[src/rtl/mux3_if.sv]
// mux3_if: operand/select bus and registered result bus of the 3-to-1 selector.
// The master side drives the operands, select and enable; the slave (mux3)
// returns the registered result together with its valid and error flags.
interface mux3_if #(
    parameter int WIDTH = 32
);
    logic             en;
    logic [WIDTH-1:0] data_1;
    logic [WIDTH-1:0] data_2;
    logic [WIDTH-1:0] data_3;
    logic [1:0]       sel;
    logic [WIDTH-1:0] out_data;
    logic             out_valid;
    logic             sel_err;

    modport master (
        output en,
        output data_1,
        output data_2,
        output data_3,
        output sel,
        input  out_data,
        input  out_valid,
        input  sel_err
    );

    modport slave (
        input  en,
        input  data_1,
        input  data_2,
        input  data_3,
        input  sel,
        output out_data,
        output out_valid,
        output sel_err
    );
endinterface

[src/rtl/mux3.sv]
// mux3: registered 3-to-1 data selector. One of three operand buses is copied
// bit-exact to out_data one clock after being selected. Select code 3 is not
// a valid operand: it leaves out_data untouched and raises sel_err instead.
// out_valid strobes for each cycle that follows a successful load.
module mux3 #(
    parameter int              WIDTH   = 32,
    parameter logic [WIDTH-1:0] RST_VAL = '0
) (
    input logic  clk,
    input logic  rst_n,
    mux3_if.slave bus
);

    // Result register: synchronous reset wins over enable; code 3 keeps the old data.
    always_ff @(posedge clk) begin
        if (!rst_n) begin
            bus.out_data  <= RST_VAL;
            bus.out_valid <= 1'b0;
            bus.sel_err   <= 1'b0;
        end else if (bus.en) begin
            case (bus.sel)
                2'd0: begin
                    bus.out_data  <= bus.data_1;
                    bus.out_valid <= 1'b1;
                    bus.sel_err   <= 1'b0;
                end
                2'd1: begin
                    bus.out_data  <= bus.data_2;
                    bus.out_valid <= 1'b1;
                    bus.sel_err   <= 1'b0;
                end
                2'd2: begin
                    bus.out_data  <= bus.data_3;
                    bus.out_valid <= 1'b1;
                    bus.sel_err   <= 1'b0;
                end
                default: begin
                    bus.out_valid <= 1'b0;
                    bus.sel_err   <= 1'b1;
                end
            endcase
        end else begin
            bus.out_valid <= 1'b0;
        end
    end

endmodule

[src/flat_wrapper.sv]
// flat-port wrapper written by rule: the top's interface ports become plain ports
module mux3_flat 
#(
    parameter int              WIDTH   = 32,
    parameter logic [WIDTH-1:0] RST_VAL = '0
)
  (clk, rst_n, bus_en, bus_data_1, bus_data_2, bus_data_3, bus_sel, bus_out_data, bus_out_valid, bus_sel_err);
  mux3_if #(.WIDTH(WIDTH)) bus_i ();
  input logic clk;
  input logic rst_n;
  input wire logic [$bits(bus_i.en)-1:0] bus_en;
  input wire logic [$bits(bus_i.data_1)-1:0] bus_data_1;
  input wire logic [$bits(bus_i.data_2)-1:0] bus_data_2;
  input wire logic [$bits(bus_i.data_3)-1:0] bus_data_3;
  input wire logic [$bits(bus_i.sel)-1:0] bus_sel;
  output wire logic [$bits(bus_i.out_data)-1:0] bus_out_data;
  output wire logic [$bits(bus_i.out_valid)-1:0] bus_out_valid;
  output wire logic [$bits(bus_i.sel_err)-1:0] bus_sel_err;
  assign bus_i.en = bus_en;
  assign bus_i.data_1 = bus_data_1;
  assign bus_i.data_2 = bus_data_2;
  assign bus_i.data_3 = bus_data_3;
  assign bus_i.sel = bus_sel;
  assign bus_out_data = bus_i.out_data;
  assign bus_out_valid = bus_i.out_valid;
  assign bus_sel_err = bus_i.sel_err;
  mux3 #(.WIDTH(WIDTH), .RST_VAL(RST_VAL)) u_core (.clk(clk), .rst_n(rst_n), .bus(bus_i));
endmodule
[config.mk]
export PLATFORM = sky130hd
export DESIGN_NAME = mux3_flat
export DESIGN_NICKNAME = d
export VERILOG_FILES = /design/src/rtl/mux3_if.sv /design/src/rtl/mux3.sv /design/src/flat_wrapper.sv
export SDC_FILE = /design/constraint.sdc
export NUM_CORES = 1
export LEC_CHECK = 0
export ABC_AREA = 0
export CAP_MARGIN = 40
export CORE_MARGIN = 1.5
export CORE_UTILIZATION = 30
export CTS_BUF_LIST = sky130_fd_sc_hd__clkbuf_8
export CTS_CLUSTER_SIZE = 20
export DETAILED_ROUTE_END_ITERATION = 10
export GPL_ROUTABILITY_DRIVEN = 1
export PLACE_DENSITY = 0.78
export SLEW_MARGIN = 10
export SYNTH_ARGS = -nofsm -noshare
export SYNTH_HDL_FRONTEND = slang
export SYNTH_SLANG_ARGS = --single-unit
[constraint.sdc]
create_clock -name clk -period 1.59 [get_ports clk]
set_clock_uncertainty 0.2 [all_clocks]
set_input_delay 0.3975 -clock clk [delete_from_list [all_inputs] [get_ports clk]]
set_output_delay 0.3975 -clock clk [all_outputs]
set_load 0.02 [all_outputs]
==> impl_metrics.toml <==
[floorplanning]
pin_count = 135
core_area_um2 = 5140
die_w_um = 76.2
die_h_um = 76.2
rows = 26
dieArea_um2 = 5800
initial_core_util_pct = 31.2

[layout]
nNetsFinal = 408
nFillCells = 464
fin_util_pct = 64.7
area_growth_pct = 107
layout.cells.non_filler = 375
drive_gt1_share_pct = 13.8
antenna_cells = 0

[pwr]
ir_drop_mv = 0.395
power_density_nw_per_um2 = 720
leakage_nw = 1.30
finalPower_mw = 2.39

[status]
status = "completed"

[run]
maxCapViolations = 0

[route]
post_drt_wl_per_cell_um = 17.2
vias = 1959
drt-initial-drc-count = 78
antenna_left = 0
finalWirelength_um = 6460
drt_pass1_iterations = 4
drcViolationCount = 0
drt-vias-per-instance = 5.22

[sta]
min_period_over_period_pct = 99.0
rsz0062_at_grt = "true"
setup_violations = 0
setup_tns_ns = 0
finalHoldViolCount = 0
layout_min_cycle_time_ns = 1.57
final_max_slew_viol_count = 0
relSlewSlack_pct = 81.2
tightest_slew_ns = 0.281
fmax_mhz = 635
setup_ws_ns = 0.0158

[placement]
preCtsSetupSlack_ns = -0.609
placed_cells = 359
io_buffers = 134
dp_hpwl_um = 4510
place.gp.congestion = 0.810

[synthesis]
seq_area_frac_synth_pct = 42.4
synthesis.area_per_instance_um2 = 10.1
ys.flop_type = "dfxtp_1"
async_flop_share_pct = 0
yosysMostFrequentCell = "dfxtp_1"
synth_area_um2 = 1610
yosys-top-cells-area = "dfxtp_1 42%, a221oi_1 17%, o2bb2ai_1 17%"
yosys.area.top_type = "dfxtp_1"
ys_warn_count = 0
ys_ff_latch = 34
synth_top_area_share_pct = 42.4
synth_cell_types = 16
ys_top_cells_by_count = "34 x dfxtp_1, 32 x a221oi_1, 32 x o2bb2ai_1"
synth_cells = 159
synth_fp_nets = 263
synth_edf_count = 0

[worst_setup_path]
worst-setup-path-type = "in -> reg"
worst_ep_required_time_ns = 1.58
crit_path_end_kind = "register"
critPathLaunchType = "primary input"
max_stage_delay_ns = 0.33
cp.arrival_ns = 1.57
crit_chain = "buf_2 -> buf_6 -> ha_4 -> and3b_4 -> buf_4 -> buf_12 -> o21ai_1 -> o2bb2ai_1"
path_max_fanout = 8
crit_slowest_cell = "and3b_4"

[cts]
cts-htree-levels = 2
cts-root-buf = "clkbuf_8"
cts_made_buffers = 5
cts.sinks = 34
clockBufferDepth = 2
worstSkewPairLatency_ns = 0.27
cts_tree = "built"
clkTransAtPathRegs_ns = 0.06

[hold_path]
hp-class = "reg -> reg"

[grt]
grtUsageTotal_pct = 21.9
antenna_found_initial = 0
grt-ovfl-total = 0
grt_max_degree = 32
grt_pass1_wl_um = 10300
grt_pass1_vias = 2046
-- through the flow --
step | hold WS, ns | instance area, µm²
floorplan | 0.308 | 1610
global placement | 0.246 | 3080
detailed placement | 0.248 | 3080
CTS | 0.261 | 3280
global route | 0.280 | 3320
finish | 0.256 | 3320
-- area by class of cell --
cell class                      instances  area, µm²  area share [%]
Clock buffer                            6       82.6            2.48
Clock inverter                          2       8.76           0.264
Inverter                                4       15.0           0.452
Multi-Input combinational cell        102        843            25.4
Sequential cell                        34        681            20.5
Tap cell                               70       87.6            2.64
Timing Repair Buffer                  157       1610            48.3
-- power breakdown --
part           switching [mW]  internal (mW)  total [mW]
clock                   0.298          0.343       0.641
combinational           0.348          0.456       0.804
sequential             0.0309          0.918       0.949
-- logic make-up after synthesis --
| group | Yosys count | share of synthesized area [%] |
|---|---|---|
| simple gates | 1 | 0.779 |
| compound gates | 98 | 46.3 |
| buf+inv | 23 | 8.18 |
| flops | 34 | 42.4 |
| fa+ha+maj | 3 | 2.34 |
-- timing repair --
action                     in CTS  in global routing
pin swaps                       3                  2
hold buffers                    0                  0
setup buffers                   3                  2
resized for setup              55                 17
setup endpoints to repair      68                 39
gates cloned                    3                  0
-- layout by cell type (no fill, tap or decap), drive strengths merged --
cell           instances
a21boi                 1
a221oi                32
clkdlybuf4s15         11
o21ai                 32
clkbuf                 6
dfxtp                 34
buf                   25
inv                    5
dlygate4sd2           24
clkinv                 1
o21a                   1
clkdlybuf4s50         96
o2bb2ai               32
and3b                  1
dlymetal6s2s           1
ha                     3
-- final timing paths --
path	slack (ns)	cells past startpoint	to	from
max	0.02	8	u_core.bus.out_data[16]	bus_sel[0]
min	0.26	1	u_core.bus.out_data[12]	u_core.bus.out_data[12]
max reg2reg	0.80	1	u_core.bus.sel_err	u_core.bus.sel_err
min reg2reg	0.26	1	u_core.bus.out_data[12]	u_core.bus.out_data[12]
-- sequential cells by signal, indices dropped and copies added (netlist names) --
| signal | flops |
|---|---|
| u_core.bus.sel_err | 1 |
| u_core.bus.out_valid | 1 |
| u_core.bus.out_data | 32 |
-- routing by layer --
metal,part of all wire [%],global-route usage (%),wire length [µm],vias to the layer above
met2,50,40.0,3210,77
met3,6.1,5.03,395,10
met5,0,0,0,-
met4,1.5,4.63,94,0
met1,43,26.0,2760,925
li1,-,-,-,947
-- worst max-delay path, delay by kind of cell --
| family | cells | cell delay (ns) |
|---|---|---|
| AO/OA/AOI/OAI | 2 | 0.21 |
| AND/OR/NAND/NOR | 1 | 0.33 |
| buffers and inverters | 4 | 0.48 |
| adder cells (fa/ha/maj) | 1 | 0.15 |
(Power assumes the default switching activity.)
